**src/rtl/game_over_banner_mover_pkg.sv**
```systemverilog
// game_over_banner_mover_pkg: shared geometry and FSM state constants for the banner mover.
package game_over_banner_mover_pkg;
    localparam int CORDW       = 10;
    localparam int SCREEN_W    = 640;
    localparam int GAME_OVER_W = 256;
    localparam logic [1:0] ST_IDLE  = 2'd0;
    localparam logic [1:0] ST_SLIDE = 2'd1;
    localparam logic [1:0] ST_SHOW  = 2'd2;
    localparam logic [1:0] ST_BLINK = 2'd3;
endpackage

```
**src/rtl/game_over_banner_mover_frame_tick_gen.sv**
```systemverilog
// frame_tick_gen: one-cycle pulse per frame, the cycle after (line==TICK_LINE && pixel==0) is first seen.
module frame_tick_gen
    import game_over_banner_mover_pkg::*;
#(
    parameter int TICK_LINE = 480
) (
    input  logic             clk,
    input  logic             rst,
    input  logic [CORDW-1:0] i_pixel,
    input  logic [CORDW-1:0] i_line,
    output logic             o_tick
);
    logic r_hit, r_hit_q;
    always_ff @(posedge clk or posedge rst) begin
        if (rst) begin
            r_hit   <= 1'b0;
            r_hit_q <= 1'b0;
        end else begin
            r_hit   <= (i_line == CORDW'(TICK_LINE)) && (i_pixel == '0);
            r_hit_q <= r_hit;
        end
    end
    // Edge detect so a multi-cycle pixel==0 window still yields a single tick.
    assign o_tick = r_hit & ~r_hit_q;
endmodule

```
**src/rtl/game_over_banner_mover.sv**
```systemverilog
// game_over_banner_mover: slides the GAME OVER banner in from the right, parks it centred,
// holds it, then blinks it until restart; x only moves on the vertical-blanking frame tick.
module game_over_banner_mover
    import game_over_banner_mover_pkg::*;
#(
    parameter int START_X      = 640,
    parameter int TARGET_X     = (SCREEN_W - GAME_OVER_W) / 2,
    parameter int STEP         = 4,
    parameter int TICK_LINE    = 480,
    parameter int HOLD_FRAMES  = 120,
    parameter int BLINK_FRAMES = 30
) (
    input  logic             clk,
    input  logic             rst,
    input  logic [CORDW-1:0] i_pixel,
    input  logic [CORDW-1:0] i_line,
    input  logic             i_game_over,
    input  logic             i_restart,
    output logic [9:0]       o_game_over_x,
    output logic             o_banner_en,
    output logic             o_settled
);
    localparam int HW = $clog2(HOLD_FRAMES + 1);
    localparam int BW = $clog2(BLINK_FRAMES + 1);
    logic          w_tick, w_go_rise, w_arrive;
    logic [10:0]   w_nx;
    logic          r_go_q, r_en, r_settled;
    logic [1:0]    r_state;
    logic [9:0]    r_x;
    logic [HW-1:0] r_hold;
    logic [BW-1:0] r_blink;
    frame_tick_gen #(.TICK_LINE(TICK_LINE)) u_tick (
        .clk     (clk),
        .rst     (rst),
        .i_pixel (i_pixel),
        .i_line  (i_line),
        .o_tick  (w_tick)
    );
    assign w_go_rise = i_game_over & ~r_go_q;
    // 11-bit signed step so an overshoot below TARGET_X clamps instead of wrapping.
    assign w_nx      = {1'b0, r_x} - 11'(STEP);
    assign w_arrive  = $signed(w_nx) <= $signed(11'(TARGET_X));
    always_ff @(posedge clk or posedge rst) begin
        if (rst) begin
            r_go_q    <= 1'b0;
            r_state   <= ST_IDLE;
            r_x       <= 10'(START_X);
            r_en      <= 1'b0;
            r_settled <= 1'b0;
            r_hold    <= '0;
            r_blink   <= '0;
        end else begin
            r_go_q    <= i_game_over;
            r_settled <= 1'b0;
            if (i_restart) begin
                r_state <= ST_IDLE;
                r_x     <= 10'(START_X);
                r_en    <= 1'b0;
                r_hold  <= '0;
                r_blink <= '0;
            end else begin
                case (r_state)
                    ST_IDLE: if (w_go_rise) r_state <= ST_SLIDE;
                    ST_SLIDE: if (w_tick) begin
                        r_en <= 1'b1;
                        if (w_arrive) begin
                            r_x       <= 10'(TARGET_X);
                            r_settled <= 1'b1;
                            r_state   <= ST_SHOW;
                        end else begin
                            r_x <= w_nx[9:0];
                        end
                    end
                    ST_SHOW: if (w_tick) begin
                        if (r_hold == HW'(HOLD_FRAMES - 1)) begin
                            r_state <= ST_BLINK;
                            r_hold  <= '0;
                            r_blink <= '0;
                        end else begin
                            r_hold <= r_hold + 1'b1;
                        end
                    end
                    default: if (w_tick) begin
                        if (r_blink == BW'(BLINK_FRAMES - 1)) begin
                            r_blink <= '0;
                            r_en    <= ~r_en;
                        end else begin
                            r_blink <= r_blink + 1'b1;
                        end
                    end
                endcase
            end
        end
    end
    assign o_game_over_x = r_x;
    assign o_banner_en   = r_en;
    assign o_settled     = r_settled;
endmodule
```
**config.mk**
```make
export PLATFORM = sky130hd
export DESIGN_NAME = game_over_banner_mover
export DESIGN_NICKNAME = d
export VERILOG_FILES = /design/src/rtl/game_over_banner_mover_pkg.sv /design/src/rtl/game_over_banner_mover_frame_tick_gen.sv /design/src/rtl/game_over_banner_mover.sv
export SDC_FILE = /design/constraint.sdc
export NUM_CORES = 1
export LEC_CHECK = 0
export ABC_CLOCK_PERIOD_IN_PS = 6100
export BUFFER_PORTS_ARGS = -buffer_cell sky130_fd_sc_hd__buf_2
export CORE_MARGIN = 8
export CORE_UTILIZATION = 58
export DETAILED_ROUTE_END_ITERATION = 7
export PLACE_DENSITY = 0.83
export SLEW_MARGIN = 30
export SYNTH_ARGS = -nofsm -noshare
export SYNTH_HDL_FRONTEND = slang
export SYNTH_SLANG_ARGS = --single-unit
```
**constraint.sdc**
```tcl
create_clock -name clk -period 6.1 [get_ports clk]
set_input_delay 1.525 -clock clk [delete_from_list [all_inputs] [get_ports clk]]
set_output_delay 1.525 -clock clk [all_outputs]
set_load 0.03 [all_outputs]
```
# Word-level counts from Yosys, hierarchy flattened
# Cells that the tools add are included.
# word_totals
reg_bits	29
latchBits	0
mem_bits_rw	0
mem_bits_ro	0
in_bits	24
out_inout_bits	12
word_cells	75
memories	0
# op_classes
add_sub_neg	3
n_mul	0
div_mod_pow	0
order_cmp	1
n_eq_ne	12
shift	0
mux	30
n_bitwise	5
reduce_logical	15
# op_table
op	n
10-bit two-way mux	4
7-bit two-way mux	4
5-bit two-way mux	5
2-bit two-way mux	6
11-bit by 9-bit <= comparator with 1-bit output (second input constant)	1
10-bit by 3-bit subtractor with 11-bit output (second input constant)	1
10-bit by 9-bit == test with 1-bit output (second input constant)	1
10-bit logical NOT	1
5-bit one-hot mux with 2 select lines	1
3-bit != test (second input constant)	3
1-bit two-way mux	8
7-bit by 1-bit adder with 7-bit output (second input constant)	1
7-bit == test (second input constant)	1
3-bit by 2-bit != test with 1-bit output (second input constant)	2
2-bit one-hot mux with 3 select lines	1
3-bit AND reduction	2
6-bit AND reduction	1
2-bit nonzero test	3
5-bit by 1-bit adder with 5-bit output (second input constant)	1
5-bit == test (second input constant)	1
2-bit by 1-bit != test with 1-bit output (second input constant)	2
2-bit AND reduction	2
4-bit nonzero test	1
2-bit OR reduction	2
8 further kinds	11

# Logic depth before layout (Yosys ltp)
# Gate-level depths: netlist (run 1).
# logic_depth
word_depth	6
depth_mapped	10
depth_no_buf	8

# Cells and area by module
# From an unflattened synthesis (run 1), not the netlist that was laid out.
# unflattened
hier_cells	186
hier_area_um2	1664.1
# by_module_without_submodules
mod	instances	cells_each	area_each_um2	seq_area_each_um2
game_over_banner_mover	1	175	1551.5	628.1
frame_tick_gen	1	11	112.6	50.0

# Worst setup path before layout (run 1)
# Ideal clock, no wire load.
# synth_path
path_kind	input -> register
from	input port i_restart
to	register r_blink[4]
setup_time_ps	95
arrival_ps	2443
required_time_ps	6005
slack_ps	3561
path_stages	3
n_path_buf	0
cell_sequence	or3_1 or2_2 o31ai_1
# synth_via
elab_chain_cells	2
elab_cells_between_ends	5
cone_classes	eq/ne: 2; mux: 1; reduce/logical: 2
# synth_lines
element	line	rtl
start, declared	game_over_banner_mover.sv:18	input logic i_restart,
3-bit != test (no source line), or another cell as far along	-	
3-bit AND reduction (no source line)	-	
end signal, assigned	game_over_banner_mover.sv:88	r_blink <= r_blink + 1'b1;
end, declared	game_over_banner_mover.sv:31	logic [BW-1:0] r_blink;
# Parallel ways exist; a longest one is shown, timed or not.
# A chain may end at the register's enable or synchronous reset.

# Worst setup path after layout (run 1)
# layout_path
from	register r_x[2], in the netlist o_game_over_x[2]
to	register r_state[1]
# layout_via
elab_chain_cells	4
# layout_lines
element	line	rtl
start, declared	game_over_banner_mover.sv:29	logic [9:0] r_x;
start signal, assigned	game_over_banner_mover.sv:47	r_x <= 10'(START_X);
start signal, assigned	game_over_banner_mover.sv:57	r_x <= 10'(START_X);
start signal, assigned	game_over_banner_mover.sv:67	r_x <= 10'(TARGET_X);
10-bit by 3-bit subtractor with 11-bit output	game_over_banner_mover.sv:41	assign w_nx = {1'b0, r_x} - 11'(STEP);
11-bit by 9-bit <= comparator with 1-bit output	game_over_banner_mover.sv:42	assign w_arrive = $signed(w_nx) <= $signed(11'(TARGET_X));
3-bit != test (no source line)	-	
6-bit AND reduction (no source line)	-	
end signal, assigned	game_over_banner_mover.sv:46	r_state <= ST_IDLE;
end signal, assigned	game_over_banner_mover.sv:56	r_state <= ST_IDLE;
end signal, assigned	game_over_banner_mover.sv:63	ST_IDLE: if (w_go_rise) r_state <= ST_SLIDE;
end, declared	game_over_banner_mover.sv:28	logic [1:0] r_state;
# Every way passes these cells.

==> impl_metrics.yaml, run 1 <==
status:
  status: "finished clean"
layout:
  n_antenna_cell: 0
  seq_area_sq_um: 678
  layout_common_cells: "buf_2 (33), dfrtp_1 (25), nor2_1 (20), o21ai_0 (16), a21oi_1 (16)"
  drive_gt1_share_pct: 21.3
  multi_input_area_sq_um: 917
  area_growth_pct: 11.3
  final_cells: 252
  nets: 254
  layout_commonest_cell: "buf_2"
  n_fill_cell: 240
  final_area_sq_um: 1860
global_route:
  antenna_found_initial: 0
  gr-usage-all-layers_pct: 15.2
  grt_overflow: 0
  grt_pass1_vias: 1556
  grt_pass1_wl_mm: 6.56
  grt_max_degree: 28
sta:
  finalCritPeriodShare_pct: 45.2
  skew_ps: 19.6
  min_period_ps: 2760
  hold_viol_final: 0
  fmax_ghz: 0.362
  final-setup-viol-count: 0
  tns_ps: 0
  finalMaxSlewViolations: 0
  setup_slack_ps: 3340
  slew_headroom_pct: 53.6
  worst_pin_slew_ps: 694
  rsz0062_at_grt: "no"
worst_setup_path:
  cp_num_buf_inv: 1
  crit_type: "flip-flop to flip-flop"
  r2r_slack_ps: 3340
  cpMaxStageDelayCell: "dfrtp_1"
  critPathMaxFanout: 11
  arrival_ps: 2990
  cp_top_family: "compound AO/OA/AOI/OAI gates"
  setup.worst_path.end_class: "flip-flop"
  critical-path-max-stage-delay_ps: 500
  crit_chain: "inv_1, ha_1, or3b_1, o32a_1, o32ai_4, a21oi_2, a2111o_1, o311ai_1"
  worstPathRequired_ps: 6330
  start_kind: "flip-flop"
detailed_routing:
  via_per_inst: 6.02
  wirelength_mm: 3.64
  via_count: 1516
  firstDrtPassIters: 4
  wl_per_cell_microns: 14.4
  drt-initial-drc-count: 85
  drc: 0
  postRouteAntennaNets: 0
floorplanning:
  die_height_microns: 69.7
  core_area_sq_um: 2760
  die_area_sq_um: 4860
  io_pins: 36
  fp-row-count: 19
  start_util_pct: 60.6
  fp.dieW_microns: 69.7
power_and_ir_drop:
  powerDensity_nw_per_um2: 208
  finalPower_uw: 388
  leakage_nw: 0.819
  peakVddDrop_v: 0.000137
clock_network:
  cts_tree: "yes"
  cts_root_buf: "clkbuf_4"
  htreeDepth: 1
  cts_setup_buffers: 0
  ctsResizeCount: 0
  cts_buffers: 3
  cts_buffer_depth: 2
  clk_latency_ps: 320
  numClockSinks: 27
  cts-hold-fix-buffers: 0
  clk_pin_slew_ps: 150
placement:
  dp_slack_ps: 3210
  portBuffers: 33
  gp_congestion: 0.813
  dp_hpwl_mm: 2.83
  post_dp_cell_area_sq_um: 1830
  dp_cells: 248
synthesis:
  synth_top_area_share_pct: 37.4
  netlist_area_sq_um: 1670
  ys_types: 51
  ys_dominant_reg_cell: "dfrtp_1"
  synth.ff_latch_count: 27
  synthArstFlopShare_pct: 100
  yosysTopAreaCell: "dfrtp_1"
  ys_warn_count: 0
  syn_area_per_cell_sq_um: 8.71
  netlist_instances: 192
  synth_area_leaders: "dfrtp_1 (37%), ha_1 (6.0%), a21oi_1 (4.8%)"
  seq_area_frac_synth_pct: 40.6
  synth_edf_count: 0
hold_path:
  hold_class: "flip-flop to flip-flop"
run:
  maxCapViolCount: 0
## path summary, 6_finish.rpt
path	from	end	depth (start not counted)
max	o_game_over_x[2]$_DFFE_PP0P_	r_state[1]$_DFFE_PP0P_	8
min	u_tick.r_hit$_DFF_PP0_	u_tick.r_hit_q$_DFF_PP0_	0
max reg2reg	o_game_over_x[2]$_DFFE_PP0P_	r_state[1]$_DFFE_PP0P_	8
min reg2reg	u_tick.r_hit$_DFF_PP0_	u_tick.r_hit_q$_DFF_PP0_	0
max in group asynchronous	rst	o_game_over_x[9]$_DFFE_PP1P_	2
min in group asynchronous	rst	r_blink[4]$_DFFE_PP0P_	2
## cell type report
cell class,count,area share (%)
inverter,9,1.82
sequential,27,36.4
clock buffer,3,1.21
timing repair buffer,33,8.88
clock inverter,1,0.269
tap,31,2.08
multi-input combinational,148,49.3
## routing by layer
| metal | track usage, % | routed length (microns) | share of wire [%] |
|---|---|---|---|
| met1 | 17.5 | 1610 | 44 |
| met2 | 27.2 | 1790 | 49 |
| met3 | 4.29 | 203 | 5.6 |
| met4 | 3.35 | 29 | 0.80 |
| met5 | 0 | 0 | 0 |
## stage by stage
step,hold WS [ps],util [%]
after detailed placement,372,66.5
after global routing,416,67.5
after global placement,353,66.5
after CTS,405,67.5
after floorplan,347,-
final,408,67.5
## state kept, by name, summed over array words and instances, names as in the netlist
name            flops
o_game_over_x       8
r_hold              7
r_blink             5
r_state             2
r_go_q              1
u_tick.r_hit_q      1
o_banner_en         1
o_settled           1
u_tick.r_hit        1
## where the power goes
group,internal [mW],switching (mW)
clock,0.0245,0.0508
sequential,0.191,0.0147
combinational,0.0433,0.0629
total,0.259,0.128
## cells in the mapped netlist (all sizes together) (2+ instances only)
cell type and instances:
a211o 2, a21oi 17, a31oi 2, and2 2, buf 4, clkbuf 5
dfrtp 25, dfstp 2, ha 8, inv 9, nand2 14, nand2b 2
nand3 10, nand4 4, nor2 20, nor2b 2, nor3 8, nor4 3
nor4b 2, o21a 3, o21ai 17, o31ai 3, or2 2, or3 2
or3b 3
## worst register-to-register path: cells and delay by family, from the launching register on
kind	cells	cell delay (ps)
adders and majority gates	1	270
and+or+nand+nor	1	490
AOI/OAI and AO/OA	5	1310
buffers and inverters	1	120
DFF	1	500
## cells by family (layout without fill, tap and decap cells)
| logic type | Yosys count | after routing | synth area share (%) |
|---|---|---|---|
| other cells | 1 | 2 | 0.224 |
| buf+inv | 18 | 46 | 4.79 |
| fa+ha+maj | 8 | 8 | 5.99 |
| flops | 27 | 27 | 40.6 |
| compound gates | 55 | 55 | 21.9 |
| simple gates | 81 | 81 | 25.4 |
| mux | 1 | 1 | 0.674 |
| xor+xnor | 1 | 1 | 0.524 |
Power figures use the tool's default switching activity.
==> run 2: changes to the inputs <==
ABC_CLOCK_PERIOD_IN_PS = 2500   (was 6100)
CORE_UTILIZATION = 49   (was 58)
PLACE_DENSITY = 0.75   (was 0.83)
clock period = 2.5 ns   (was 6.1 ns; I/O delays follow)
==> run 2 against run 1 <==
  * Via count rose by 2.4%
  * Non-clock buffer count rose by 9
  * Sequential power rose by 140%
  * Critical path type unchanged
==> impl_metrics.yaml, run 2 (synthesis results as in run 1) <==
floorplanning:
  core_area_sq_um: 3310
  die_area_sq_um: 5540
  fp-row-count: 21
  fp.dieW_microns: 74.4
  io_pins: 36
  start_util_pct: 50.5
  die_height_microns: 74.4
sta:
  tns_ps: 0
  fmax_ghz: 0.413
  hold_viol_final: 0
  worst_pin_slew_ps: 529
  skew_ps: 5.80
  final-setup-viol-count: 0
  slew_headroom_pct: 64.4
  finalMaxSlewViolations: 0
  min_period_ps: 2420
  hold-worst-slack_ps: 331
  finalCritPeriodShare_pct: 96.8
placement:
  dp_cells: 272
  gp_congestion: 0.912
  portBuffers: 33
  dp_hpwl_mm: 2.79
  post_dp_cell_area_sq_um: 1920
worst_setup_path:
  crit_type: "flip-flop to flip-flop"
  critical-path-max-stage-delay_ps: 430
  crit_start: "o_game_over_x[3]$_DFFE_PP0P_"
  crit_chain: "inv_1, ha_1, or3b_1, buf_4, nor4_1, a21oi_4, a2111o_1, o311ai_1"
  setup.worst_path.end_class: "flip-flop"
  arrival_ps: 2650
  worstPathRequired_ps: 2740
  cp_top_family: "simple AND/OR/NAND/NOR gates"
  critPathMaxFanout: 9
  start_kind: "flip-flop"
  reg2reg_from: "o_game_over_x[3]$_DFFE_PP0P_"
  cpMaxStageDelayCell: "dfrtp_2"
  cp_num_buf_inv: 2
hold_path:
  hold_class: "input pin to async pin"
global_route:
  grt_overflow: 0
  antenna_found_initial: 0
  grt_pass1_wl_mm: 6.10
  gr-usage-all-layers_pct: 13.8
  grt_max_degree: 28
  grt_pass1_vias: 1445
detailed_routing:
  drt-initial-drc-count: 62
  drc: 0
  met1_length_mm: 1.68
  via_per_inst: 5.63
  firstDrtPassIters: 4
  wl_met3_microns: 265
  wl_met2_mm: 1.67
  via_count: 1553
  postRouteAntennaNets: 0
  wl_per_cell_microns: 13.3
  routed.top_layer: "met4"
  wirelength_mm: 3.67
layout:
  final_area_sq_um: 1960
  layout_commonest_cell: "buf_2"
  area_growth_pct: 17.0
  n_fill_cell: 305
  final_cells: 276
  post-route-util_pct: 59.1
  nets: 263
  layout_common_cells: "buf_2 (33), dfrtp_1 (23), nor2_1 (20), o21ai_0 (16), a21oi_1 (16)"
  drive_gt1_share_pct: 24.3
  n_antenna_cell: 0
  largest_reg_flops: 8
clock_network:
  cts_tree: "yes"
  cts_buffers: 3
  htreeDepth: 1
  clk_pin_slew_ps: 140
  cts_setup_buffers: 0
  clk_latency_ps: 320
  numClockSinks: 27
  cts_buffer_depth: 2
  cts_root_buf: "clkbuf_4"
power_and_ir_drop:
  peakVddDrop_v: 0.000306
  leakage_nw: 0.862
  powerDensity_nw_per_um2: 481
status:
  status: "finished clean"
run:
  maxCapViolCount: 0
[run 2: cell count changes in the layout (fill, tap and decap cells not counted), sizes merged]
cell / previous run / this run
buf: 33 / 42
clkbuf: 3 / 4
clkinv: 1 / 0
[run 2: path summary, 6_finish.rpt]
kind / endpoint / slack, ps / cells past startpoint
min in group clk: u_tick.r_hit_q$_DFF_PP0_ / 380 / 0
max reg2reg: r_state[1]$_DFFE_PP0P_ / 80 / 8
min: o_game_over_x[5]$_DFFE_PP0P_ / 330 / 3
max in group asynchronous: o_game_over_x[9]$_DFFE_PP1P_ / 1870 / 3
min reg2reg: u_tick.r_hit_q$_DFF_PP0_ / 380 / 0
max: r_state[1]$_DFFE_PP0P_ / 80 / 8
[run 2: final cells by class]
| type | count | area (sq um) | share of cell area (%) |
|---|---|---|---|
| timing repair buffer | 42 | 233 | 11.9 |
| tap | 46 | 57.6 | 2.94 |
| multi-input combinational | 148 | 925 | 47.3 |
| sequential | 27 | 681 | 34.8 |
| inverter | 9 | 33.8 | 1.73 |
| clock buffer | 4 | 26.3 | 1.34 |
[run 2: metal layers]
| layer | up-vias | GRT usage [%] |
|---|---|---|
| met1 | 719 | 16.2 |
| met5 | - | 0 |
| li1 | 775 | - |
| met3 | 6 | 3.37 |
| met2 | 53 | 23.9 |
| met4 | 0 | 4.57 |
[run 2: worst reg2reg max path, delay by kind of cell (launching register included)]
family          cells  cell delay, ps
simple gates        2             830
flops               1             430
buf+inv             2             250
fa+ha+maj           1             200
compound gates      3             630
[run 2: metrics by stage]
step                total power, mW  setup WS (ps)
finish                        0.942           81.0
floorplan                     0.698           48.8
detailed placement            0.761           90.0
CTS                           0.953           83.9
global placement              0.758            195
global route                   1.01          -28.2
[run 2: where the power goes]
group          total [mW]  switching [mW]  internal (mW)
clock               0.186           0.124         0.0624
sequential          0.504          0.0365          0.467
combinational       0.252           0.144          0.107
total               0.942           0.304          0.637
[run 2: timing repair]
action | CTS | global route
resized for setup | 0 | 1
endpoints found under the setup margin | 0 | 2
hold buffers | 0 | 0
==> run 3: changes to the inputs <==
CORE_UTILIZATION = 30   (was 49)
PLACE_DENSITY = 0.5   (was 0.75)
==> run 3 against run 2 <==
  * Routed wire length up 9.1%
  * Sequential cell count unchanged
  * Design area up 5.2%
  * Register-to-register slack better by 40 ps
  * Die area up 48%
  * Critical path type unchanged
  * Core utilization down 21 points
  * Power up 7.8%
  * Hold slack better by 14 ps
  * Largest power group unchanged
  * Clock power up 37%
  * Global-route usage down 4.0 points
  * Critical endpoint unchanged
  * Non-clock buffer count up 4
==> impl_metrics.yaml, run 3 (synthesis results as in run 1) <==
status:
  status: "finished clean"
sta:
  final-setup-viol-count: 0
  hold_viol_final: 0
  slew_headroom_pct: 59.7
  finalCritPeriodShare_pct: 95.2
  setup_slack_ps: 120
  hold-worst-slack_ps: 344
  skew_ps: 3.87
  finalMaxSlewViolations: 0
  worst_pin_slew_ps: 601
  tns_ps: 0
  fmax_ghz: 0.420
  rsz0062_at_grt: "no"
  min_period_ps: 2380
layout:
  final_area_sq_um: 2060
  largest_reg_flops: 8
  seq_area_sq_um: 681
  drive_gt1_share_pct: 26.5
  area_growth_pct: 23.1
  nets: 267
  layout_commonest_cell: "buf_2"
  n_fill_cell: 565
  n_antenna_cell: 0
  multi_input_area_sq_um: 933
  final_cells: 306
  layout_common_cells: "buf_2 (33), dfrtp_1 (23), nor2_1 (20), o21ai_0 (16), a21oi_1 (16)"
power_and_ir_drop:
  leakage_nw: 0.891
  peakVddDrop_v: 0.000194
  powerDensity_nw_per_um2: 493
floorplanning:
  start_util_pct: 30.7
  fp-row-count: 27
  die_height_microns: 90.6
  fp.dieW_microns: 90.6
  io_pins: 36
  die_area_sq_um: 8220
  core_area_sq_um: 5440
detailed_routing:
  via_per_inst: 5.15
  firstDrtPassIters: 4
  postRouteAntennaNets: 0
  via_count: 1575
  drc: 0
  wirelength_mm: 4.00
  drt-initial-drc-count: 53
  wl_per_cell_microns: 13.1
worst_setup_path:
  worstPathRequired_ps: 2680
  start_kind: "flip-flop"
  critPathMaxFanout: 7
  crit_type: "flip-flop to flip-flop"
  setup.worst_path.end_class: "flip-flop"
  arrival_ps: 2560
clock_network:
  cts_root_buf: "clkbuf_8"
  cts_buffers: 3
  htreeDepth: 1
  cts_buffer_depth: 2
  cts-hold-fix-buffers: 0
  numClockSinks: 27
  clk_latency_ps: 270
  clk_pin_slew_ps: 90
  cts_tree: "yes"
placement:
  dp_slack_ps: 28.5
  gp_congestion: 0.761
  portBuffers: 33
  dp_hpwl_mm: 2.94
  dp_cells: 298
  post_dp_cell_area_sq_um: 1950
global_route:
  antenna_found_initial: 0
  grt_overflow: 0
  gr-usage-all-layers_pct: 9.85
  grt_pass1_wl_mm: 6.97
  grt_pass1_vias: 1582
  grt_max_degree: 24
run:
  maxCapViolCount: 0
hold_path:
  hold_class: "input pin to async pin"
[run 3: worst max-delay path: stages, from the launching register on]
cell and delay, ps:
dfrtp_2 450, inv_1 80, ha_1 180, or3b_4 410, o32a_1 330, o32ai_4 180
a21oi_4 140, a2111o_1 430, o311ai_1 80
[run 3: area by class of cell]
class / count / area share [%]
Sequential cell: 27 / 33.1
Clock buffer: 4 / 2.19
Timing Repair Buffer: 46 / 13.4
Tap cell: 72 / 4.38
Multi-Input combinational cell: 148 / 45.3
Inverter: 9 / 1.64
[run 3: path summary, 6_finish.rpt]
| check | depth (start not counted) | from | to | slack [ps] |
|---|---|---|---|---|
| min in group clk | 0 | u_tick.r_hit$_DFF_PP0_ | u_tick.r_hit_q$_DFF_PP0_ | 380 |
| max | 8 | o_game_over_x[2]$_DFFE_PP0P_ | r_state[1]$_DFFE_PP0P_ | 120 |
| min | 2 | rst | r_state[0]$_DFFE_PP0P_ | 340 |
| min reg2reg | 0 | u_tick.r_hit$_DFF_PP0_ | u_tick.r_hit_q$_DFF_PP0_ | 380 |
| max in group asynchronous | 3 | rst | o_game_over_x[7]$_DFFE_PP1P_ | 1600 |
| max reg2reg | 8 | o_game_over_x[2]$_DFFE_PP0P_ | r_state[1]$_DFFE_PP0P_ | 120 |
[run 3: metrics by stage]
stage / util [%] / power [mW]
5_1_grt: 37.8 / 1.08
6_report: 37.8 / 1.02
2_1_floorplan: - / 0.698
3_3_place_gp: 35.9 / 0.765
4_1_cts: 36.8 / 1.03
3_5_place_dp: 35.9 / 0.771
[run 3: power breakdown]
part / internal (mW) / total [mW] / switching, mW / leakage (nW)
clock: 0.114 / 0.254 / 0.140 / 0.0228
combinational: 0.108 / 0.258 / 0.150 / 0.509
sequential: 0.467 / 0.503 / 0.0364 / 0.360
[run 3: metal layers]
layer | vias up | track usage [%] | part of all wire (%)
li1 | 784 | - | -
met1 | 749 | 11.9 | 48
met2 | 37 | 16.4 | 46
met3 | 5 | 2.66 | 5.1
met4 | 0 | 3.33 | 1.1
met5 | - | 0 | 0
[run 3: what timing repair did]
item,CTS,global route
gates resized for setup,0,3
endpoints found under the setup margin,0,8
buffers inserted,0,4
